===== config.mk =====
export PLATFORM = sky130hd
export DESIGN_NAME = coin_acceptor
export DESIGN_NICKNAME = d
export VERILOG_FILES = /design/src/rtl/vm_pkg.sv /design/src/rtl/coin_debounce.sv /design/src/rtl/coin_acceptor.sv
export SDC_FILE = /design/constraint.sdc
export NUM_CORES = 1
export LEC_CHECK = 0
export CAP_MARGIN = 20
export CORE_MARGIN = 3
export CORE_UTILIZATION = 60
export CTS_CLUSTER_DIAMETER = 50
export CTS_CLUSTER_SIZE = 20
export DETAILED_ROUTE_END_ITERATION = 6
export PLACE_DENSITY = 0.86
export SYNTH_ARGS = -nofsm -noshare
export SYNTH_HDL_FRONTEND = slang
export SYNTH_SLANG_ARGS = --single-unit

===== constraint.sdc =====
create_clock -name clk -period 4.8 [get_ports clk]
set_clock_uncertainty 0.2 [all_clocks]
set_input_delay 0.72 -clock clk [delete_from_list [all_inputs] [get_ports clk]]
set_output_delay 0.72 -clock clk [all_outputs]
set_load 0.01 [all_outputs]

===== src/rtl/vm_pkg.sv =====
// Shared definitions for the vending-machine front end: coin codes and the
// debounce FSM state type.
package vm_pkg;

  localparam logic [1:0] COIN_NONE = 2'b00;
  localparam logic [1:0] COIN_ONE  = 2'b01;
  localparam logic [1:0] COIN_TWO  = 2'b10;

  typedef enum logic [1:0] {
    StIdle,
    StArming,
    StLatched,
    StReleasing
  } deb_state_t;

  // Increment that sticks at all-ones instead of wrapping.
  function automatic logic [15:0] sat_inc16(input logic [15:0] val);
    return (val == 16'hFFFF) ? val : val + 16'd1;
  endfunction

endpackage


===== src/rtl/coin_debounce.sv =====
// One coin sensor: 2-flop synchronizer followed by a debounce FSM that emits a
// single-cycle `qualify` pulse when a stable high level has been accepted.
module coin_debounce
  import vm_pkg::*;
#(
  parameter int unsigned DEB_CYCLES = 4
) (
  input  logic clk,
  input  logic rst,
  input  logic raw,
  output logic qualify
);

  localparam int unsigned CntW = $clog2(DEB_CYCLES + 1);
  localparam logic [CntW-1:0] CntMax = CntW'(DEB_CYCLES);
  localparam logic [CntW-1:0] CntOne = CntW'(1);

  logic [1:0]      sync_q;
  logic            sync;
  deb_state_t      state_q, state_d;
  logic [CntW-1:0] cnt_q, cnt_d;
  logic            qualify_q, qualify_d;

  // Two-stage synchronizer for the asynchronous sensor line.
  always_ff @(posedge clk or posedge rst) begin
    if (rst) begin
      sync_q <= 2'b00;
    end else begin
      sync_q <= {sync_q[0], raw};
    end
  end

  assign sync = sync_q[1];

  // State, counter and qualify registers; reset into RELEASING so a coin held
  // across reset must first be seen low before it can count.
  always_ff @(posedge clk or posedge rst) begin
    if (rst) begin
      state_q   <= StReleasing;
      cnt_q     <= '0;
      qualify_q <= 1'b0;
    end else begin
      state_q   <= state_d;
      cnt_q     <= cnt_d;
      qualify_q <= qualify_d;
    end
  end

  // Next-state logic: a level change is accepted only after the counter has
  // reached DEB_CYCLES with the synchronized line still at the new level.
  always_comb begin
    state_d   = state_q;
    cnt_d     = cnt_q;
    qualify_d = 1'b0;
    unique case (state_q)
      StIdle: begin
        if (sync) begin
          state_d = StArming;
          cnt_d   = CntOne;
        end
      end
      StArming: begin
        if (!sync) begin
          state_d = StIdle;
          cnt_d   = '0;
        end else if (cnt_q == CntMax) begin
          state_d   = StLatched;
          cnt_d     = '0;
          qualify_d = 1'b1;
        end else begin
          cnt_d = cnt_q + CntOne;
        end
      end
      StLatched: begin
        if (!sync) begin
          state_d = StReleasing;
          cnt_d   = CntOne;
        end
      end
      StReleasing: begin
        if (sync) begin
          state_d = StLatched;
          cnt_d   = '0;
        end else if (cnt_q == CntMax) begin
          state_d = StIdle;
          cnt_d   = '0;
        end else begin
          cnt_d = cnt_q + CntOne;
        end
      end
      default: begin
        state_d = StReleasing;
        cnt_d   = '0;
      end
    endcase
  end

  assign qualify = qualify_q;

endmodule


===== src/rtl/coin_acceptor.sv =====
// Coin acceptor: two debounced sensors feed a small coin FIFO that drains into
// ven_machine one code per cycle while `hold` is low. Colliding or
// unqueueable coins pulse `reject`.
// Optional build macro COIN_COUNT_EN adds per-type popped-coin totals
// (cnt1/cnt2, saturating).
module coin_acceptor
  import vm_pkg::*;
#(
  parameter int unsigned DEB_CYCLES = 4,
  parameter int unsigned FIFO_DEPTH = 4
) (
  input  logic        clk,
  input  logic        rst,
  input  logic        coin1_raw,
  input  logic        coin2_raw,
  input  logic        hold,
  output logic [1:0]  coin_out,
  output logic        reject,
  output logic        fifo_full,
`ifdef COIN_COUNT_EN
  output logic        fifo_empty,
  output logic [15:0] cnt1,
  output logic [15:0] cnt2
`else
  output logic        fifo_empty
`endif
);

  localparam int unsigned PtrW = $clog2(FIFO_DEPTH);
  localparam int unsigned CntW = PtrW + 1;
  localparam logic [CntW-1:0] DepthCnt = CntW'(FIFO_DEPTH);
  localparam logic [CntW-1:0] CntOne   = CntW'(1);
  localparam logic [PtrW-1:0] PtrOne   = PtrW'(1);

  logic            qual1, qual2;
  logic            one_qual, push, pop;
  logic [1:0]      push_code;
  logic [1:0]      mem_q [FIFO_DEPTH];
  logic [PtrW-1:0] wr_ptr_q, wr_ptr_d, rd_ptr_q, rd_ptr_d;
  logic [CntW-1:0] count_q, count_d;
  logic            full_q, full_d, empty_q, empty_d;
  logic [1:0]      coin_out_q, coin_out_d;
  logic            reject_q, reject_d;

  coin_debounce #(
    .DEB_CYCLES(DEB_CYCLES)
  ) u_deb1 (
    .clk    (clk),
    .rst    (rst),
    .raw    (coin1_raw),
    .qualify(qual1)
  );

  coin_debounce #(
    .DEB_CYCLES(DEB_CYCLES)
  ) u_deb2 (
    .clk    (clk),
    .rst    (rst),
    .raw    (coin2_raw),
    .qualify(qual2)
  );

  // Pop uses registered status only; a pop frees a slot for a same-cycle push.
  assign pop       = !empty_q && !hold;
  assign one_qual  = qual1 ^ qual2;
  assign push      = one_qual && (!full_q || pop);
  assign push_code = qual1 ? COIN_ONE : COIN_TWO;

  // Next-state for pointers, occupancy, status flags and the output codes.
  always_comb begin
    wr_ptr_d   = wr_ptr_q;
    rd_ptr_d   = rd_ptr_q;
    count_d    = count_q;
    coin_out_d = COIN_NONE;
    reject_d   = (qual1 && qual2) || (one_qual && full_q && !pop);
    if (push) begin
      wr_ptr_d = wr_ptr_q + PtrOne;
    end
    if (pop) begin
      rd_ptr_d   = rd_ptr_q + PtrOne;
      coin_out_d = mem_q[rd_ptr_q];
    end
    if (push && !pop) begin
      count_d = count_q + CntOne;
    end else if (!push && pop) begin
      count_d = count_q - CntOne;
    end
    full_d  = (count_d == DepthCnt);
    empty_d = (count_d == '0);
  end

  // Control and output registers.
  always_ff @(posedge clk or posedge rst) begin
    if (rst) begin
      wr_ptr_q   <= '0;
      rd_ptr_q   <= '0;
      count_q    <= '0;
      full_q     <= 1'b0;
      empty_q    <= 1'b1;
      coin_out_q <= COIN_NONE;
      reject_q   <= 1'b0;
    end else begin
      wr_ptr_q   <= wr_ptr_d;
      rd_ptr_q   <= rd_ptr_d;
      count_q    <= count_d;
      full_q     <= full_d;
      empty_q    <= empty_d;
      coin_out_q <= coin_out_d;
      reject_q   <= reject_d;
    end
  end

  // Queue storage; contents are don't-care until written, so no reset.
  always_ff @(posedge clk) begin
    if (push) begin
      mem_q[wr_ptr_q] <= push_code;
    end
  end

  assign coin_out   = coin_out_q;
  assign reject     = reject_q;
  assign fifo_full  = full_q;
  assign fifo_empty = empty_q;

`ifdef COIN_COUNT_EN
  logic [15:0] cnt1_q, cnt1_d, cnt2_q, cnt2_d;

  // Totals advance on the pop that delivers the coin to ven_machine.
  always_comb begin
    cnt1_d = cnt1_q;
    cnt2_d = cnt2_q;
    if (pop && (mem_q[rd_ptr_q] == COIN_ONE)) begin
      cnt1_d = sat_inc16(cnt1_q);
    end
    if (pop && (mem_q[rd_ptr_q] == COIN_TWO)) begin
      cnt2_d = sat_inc16(cnt2_q);
    end
  end

  // Coin total registers.
  always_ff @(posedge clk or posedge rst) begin
    if (rst) begin
      cnt1_q <= '0;
      cnt2_q <= '0;
    end else begin
      cnt1_q <= cnt1_d;
      cnt2_q <= cnt2_d;
    end
  end

  assign cnt1 = cnt1_q;
  assign cnt2 = cnt2_q;
`endif

endmodule


==> results of run 1 <==
[cell usage in the layout (no fill, tap or decap), types with 2 or more instances in the layout]
cell and count:
dfrtp_1 23, inv_1 11, ha_1 11, and2_1 9
clkdlybuf4s50_1 9, edfxtp_1 8, nand2_1 7, nand3_1 6
xnor2_1 6, dfstp_2 5, clkbuf_4 5, nor2_1 4
nor3b_1 3, mux2_2 3, a21oi_1 3, xor2_1 2
mux4_2 2, o22ai_1 2, clkinv_2 2
[cell type report]
type / count / area (um^2)
clock inverters: 2 / 10.0
clock buffers: 6 / 51.3
repair buffers: 10 / 118
fillers: 189 / 684
flip-flops and latches: 36 / 947
inverters: 11 / 41.3
well taps: 30 / 37.5
multi-input cells: 80 / 656
[cell families (layout without fill, tap and decap cells)]
| logic type | after synthesis | count (layout) | synth area share |
|---|---|---|---|
| fa+ha+maj | 11 | 11 | 0.0835 |
| mux | 6 | 6 | 0.0539 |
| flops | 36 | 36 | 0.574 |
| simple gates | 34 | 34 | 0.111 |
| xor+xnor | 8 | 8 | 0.0425 |
| compound gates | 21 | 21 | 0.107 |
| buf+inv | 12 | 29 | 0.0281 |
[layer usage]
layer | GRT usage | part of all wire | vias to the layer above
li1 | - | - | 484
met1 | 0.209 | 0.40 | 498
met2 | 0.322 | 0.53 | 22
met3 | 0.0548 | 0.043 | 9
met4 | 0.0927 | 0.025 | 0
met5 | 0 | 0 | -
[power groups by stage]
stage	registers, mW	clock network (mW)	logic [mW]
floorplan	0.477	0	0.228
global placement	0.483	0	0.285
detailed placement	0.491	0	0.311
CTS	0.485	0.172	0.312
global route	0.501	0.183	0.356
finish	0.485	0.167	0.311
[flip-flops by register name (all words and copies together) (netlist names), named ones only]
signal / count
fifo_full: 1
reject: 1
u_deb1.qualify: 1
count_q: 3
wr_ptr_q: 2
u_deb1.cnt_q: 3
mem_q: 8
u_deb2.sync_q: 2
u_deb2.state_q: 1
u_deb2.cnt_q: 3
u_deb1.sync_q: 2
u_deb2.qualify: 1
rd_ptr_q: 2
coin_out: 2
u_deb1.state_q: 1
fifo_empty: 1
[path summary, 6_finish.rpt]
check | start | endpoint | slack (ps) | cells past startpoint
max | fifo_empty$_DFF_PP1_ | fifo_empty | 2380 | 1
max reg2reg | u_deb1.qualify$_DFF_PP0_ | fifo_empty$_DFF_PP1_ | 2640 | 4
min reg2reg | u_deb1.sync_q[0]$_DFF_PP0_ | u_deb1.sync_q[1]$_DFF_PP0_ | 160 | 0
min | u_deb1.sync_q[0]$_DFF_PP0_ | u_deb1.sync_q[1]$_DFF_PP0_ | 160 | 0
max in group asynchronous | rst | u_deb2.state_q[0]$_DFFE_PP1P_ | 3510 | 3
min in group asynchronous | rst | u_deb2.sync_q[0]$_DFF_PP0_ | 420 | 2
==> out/qor.txt, run 1 <==
Status - finished clean
Initial antenna violation count - 0
Flops & latches, synth - 36
Post-route DRC - 0
Critical path buffer and inverter count - 1
CTS Buf Count - 5
Int Pwr - 0.633 mW
Cell Rows - 18
Setup repair after global routing missed its margin - false
P_sw - 0.332 mW
Mean post-synth cell area - 12.9 um^2
Root buffer cell - clkbuf_4
Setup CP Type - flip-flop to primary output
Buffers added on ports - 9
H-Tree Depth - 2
Number of diodes - 0
Worst hold path class - flip-flop to flip-flop
Layout Cells excl Fill - 175
CP arrival - 1500 ps
DR vias/cell - 5.79
Synth top area cells - dfrtp_1, edfxtp_1, ha_1, dfstp_2, and2_1
Crit. End Element - primary output
TritonCTS clock tree - yes
Power Density - 518 nW/um^2
Slew HR - 0.643
Power consumption - 0.964 mW
Mapped Cells - 128
Crit Path Max Fanout - 7
Final instance area - 1860 um^2
Cts hold-fix bufs - 0
Largest net degree at the start of global routing - 29
Avg WL per Cell - 14.8 um
Family with the most delay on the worst path - flip-flops
Core area - 2540 um^2
Post-DP HPWL - 1910 um
Sequential fraction of design power - 0.503
Worst endpoint required time - 3880 ps
Setup crit start kind - flip-flop
Die height - 58.4 um
Area leader, netlist - dfrtp_1
Final hold violations - 0
Sw Share - 0.344
Ys flop type - dfrtp_1
Die X - 58.4 um
Final nets - 160
Max-cap violations - 0
Critical Path Slowest Stage Cell - dfstp_2
Share of flip-flops with an asynchronous set or reset - 0.778
First-pass GRT wire length - 4700 um
Post-route core utilization - 0.731
Setup violators final - 0
Post-synth top cells - dfrtp_1, ha_1, inv_1, and2_1, edfxtp_1
Combinational Power Share - 0.323
Count leader, synth - dfrtp_1
Leakage - 0.788 nW
Syn Nets - 144
Clk pwr share - 0.174
Syn. warnings - 0
Tightest hold margin - 162 ps
Final period utilization - 0.504
First drt pass iteration count - 6
Placed cell areas - 1770 um^2
VDD IR max - 0.336 mV
Share of cells above drive strength 1 - 0.172
Worst slew pin tran - 529 ps
Global Route Usage Sum - 0.187
Min setup slack post-route - 2380 ps
Cells along the critical path - clkdlybuf4s50_1
Final WL - 2590 um
Placed cell count - 166
Max-slew violation count - 0
Top-area cell type share of the netlist area - 0.349
Clock transition at the registers of the reported paths - 120 ps
Num Clock Sinks - 36
Syn Std Cell Area - 1650 um^2
Vias - 1013
Routability cong. - 0.839
Post-CTS Setup Inserts - 0
Antenna viol nets, final - 0
IO Count - 10
F_max - 413 MHz
CTS Buffer Depth - 2
Yosys cell types - 39
EDFF count, synth - 8
Area delta synth->final - 12.8%
Die footprint - 3410 um^2
Violation count after the first detailed-routing iteration - 57
Initial core utilization - 0.648
Sequential area share after synthesis - 0.574
Pre-CTS setup slack - 2250 ps
Final min period - 2420 ps
Global route total overflow - 0
Worst skew pair latency - 340 ps
Final setup TNS - 0 ps
Vias in the first global route - 1081
Crit path largest cell delay - 610 ps
Post-CTS sizing - 0
Note: power is estimated with default switching activity, not from simulation.
==> run 2: changes to the inputs <==
--- a/config.mk
+++ b/config.mk
@@ -7,11 +7,11 @@
 export LEC_CHECK = 0
 export CAP_MARGIN = 20
 export CORE_MARGIN = 3
-export CORE_UTILIZATION = 60
+export CORE_UTILIZATION = 52
 export CTS_CLUSTER_DIAMETER = 50
 export CTS_CLUSTER_SIZE = 20
 export DETAILED_ROUTE_END_ITERATION = 6
-export PLACE_DENSITY = 0.86
+export PLACE_DENSITY = 0.8
 export SYNTH_ARGS = -nofsm -noshare
 export SYNTH_HDL_FRONTEND = slang
 export SYNTH_SLANG_ARGS = --single-unit
==> constraint.sdc (replaced) <==
create_clock -name clk -period 2 [get_ports clk]
set_clock_uncertainty 0.2 [all_clocks]
set_input_delay 0.3 -clock clk [delete_from_list [all_inputs] [get_ports clk]]
set_output_delay 0.3 -clock clk [all_outputs]
set_load 0.01 [all_outputs]
==> out/qor.txt, run 2 (synthesis results as in run 1) <==
Final WL - 2720 um
Vias in the first global route - 1141
Most frequent cells in the layout - dfrtp_1, inv_1, ha_1
Buffers added on ports - 9
Antenna viol nets, final - 0
Num Clock Sinks - 36
Power Density - 1220 nW/um^2
Tightest hold margin - 114 ps
Final nets - 166
VDD IR max - 0.581 mV
Max-slew violation count - 0
Worst skew pair latency - 340 ps
Max-cap violations - 0
Final period utilization - 0.937
Violation count after the first detailed-routing iteration - 54
Root buffer cell - clkbuf_4
Crit. End Element - flip-flop
DR vias/cell - 5.41
FF-to-FF path depth - 4
Initial core utilization - 0.573
Clock transition at the registers of the reported paths - 110 ps
Number of diodes - 0
Placed cell areas - 1840 um^2
Worst slew pin tran - 524 ps
Biggest register - mem_q
Cell Rows - 19
First drt pass iteration count - 4
Placed cell count - 185
Die X - 62.3 um
Final hold violations - 0
Layout Cells excl Fill - 193
Post-DP HPWL - 2010 um
Worst endpoint required time - 2070 ps
Setup CP Type - flip-flop to flip-flop
Global route total overflow - 0
Share of cells above drive strength 1 - 0.192
Post-CTS Setup Inserts - 0
Cts hold-fix bufs - 0
Core area - 2880 um^2
Initial antenna violation count - 0
H-Tree Depth - 2
Setup repair after global routing missed its margin - false
F_max - 534 MHz
Final min period - 1870 ps
Setup crit start kind - flip-flop
Pre-CTS setup slack - -86.7 ps
Avg WL per Cell - 14.1 um
CP arrival - 1940 ps
Min setup slack post-route - 127 ps
Largest net degree at the start of global routing - 29
Vias - 1044
Area delta synth->final - 14.8%
Leakage - 0.806 nW
IO Count - 10
Setup violators final - 0
Post-route DRC - 0
Crit Path Max Fanout - 8
Die footprint - 3880 um^2
TritonCTS clock tree - yes
Die height - 62.3 um
CTS Buffer Depth - 2
Final setup TNS - 0 ps
Commonest non-fill, non-tap cell in the layout - dfrtp_1
Status - finished clean
Slew HR - 0.648
CTS Buf Count - 5
Largest register FFs - 8
Worst hold path class - input port to asynchronous set/reset pin
Global Route Usage Sum - 0.163
Routability cong. - 0.835
First-pass GRT wire length - 4850 um
Final instance area - 1890 um^2
Fillers - 216
## run 2: cell types whose count changed in the layout (fill, tap and decap cells not counted)
cell             change
buf_4                +7
clkbuf_1             +2
clkinv_2             -2
buf_16               -1
clkbuf_8             -1
clkdlybuf4s50_1      -1
clkinv_1             +1
dlygate4sd2_1        +1
nor4b_1              -1
nor4b_2              +1
## run 2: per-stage QoR
stage,util,power (mW)
after floorplan,-,1.69
after global placement,0.639,1.88
after detailed placement,0.639,1.96
after CTS,0.656,2.32
after global routing,0.658,2.48
final,0.658,2.30
## run 2: area by class of cell
cell class / count / area [um^2] / area share
Sequential cell: 36 / 947 / 0.500
Multi-Input combinational cell: 80 / 662 / 0.350
Timing Repair Buffer: 16 / 141 / 0.0747
Tap cell: 42 / 52.6 / 0.0278
Clock buffer: 7 / 45.0 / 0.0238
Inverter: 11 / 41.3 / 0.0218
Clock inverter: 1 / 3.75 / 0.00198
## run 2: routing by layer
metal,GRT usage,vias to the layer above,part of all wire
li1,-,494,-
met1,0.155,517,0.38
met2,0.304,25,0.54
met3,0.0613,8,0.049
met4,0.0799,0,0.025
met5,0,-,0
## run 2: what timing repair did
action	4_1_cts	5_1_grt
pin swaps	0	0
gates resized for setup	1	1
setup endpoints to repair	1	1
## run 2: path summary, 6_finish.rpt
check                                                start                     endpoint  slack, ps
worst max-delay path              u_deb1.qualify$_DFF_PP0_         fifo_empty$_DFF_PP1_        130
worst min-delay path                                   rst  u_deb2.cnt_q[2]$_DFFE_PP0P_        110
worst max register to register    u_deb1.qualify$_DFF_PP0_         fifo_empty$_DFF_PP1_        130
worst min register to register  u_deb2.sync_q[0]$_DFF_PP0_   u_deb2.sync_q[1]$_DFF_PP0_        170
max in group asynchronous                              rst   asynchronous set/reset pin       1170
min in group clk                u_deb2.sync_q[0]$_DFF_PP0_   u_deb2.sync_q[1]$_DFF_PP0_        170
## run 2: report_power, final
group          internal [mW]  total (mW)  leakage (nW)  switching (mW)
clock                  0.135       0.359        0.0269           0.224
sequential             0.962        1.17         0.403           0.208
combinational          0.403       0.772         0.376           0.369
total                   1.50        2.30         0.806           0.801
## run 2: critical path: stages (launching register included)
cell	delay (ps)
dfrtp_1	390
ha_1	350
buf_4	190
a311oi_1	450
a2bb2oi_1	230
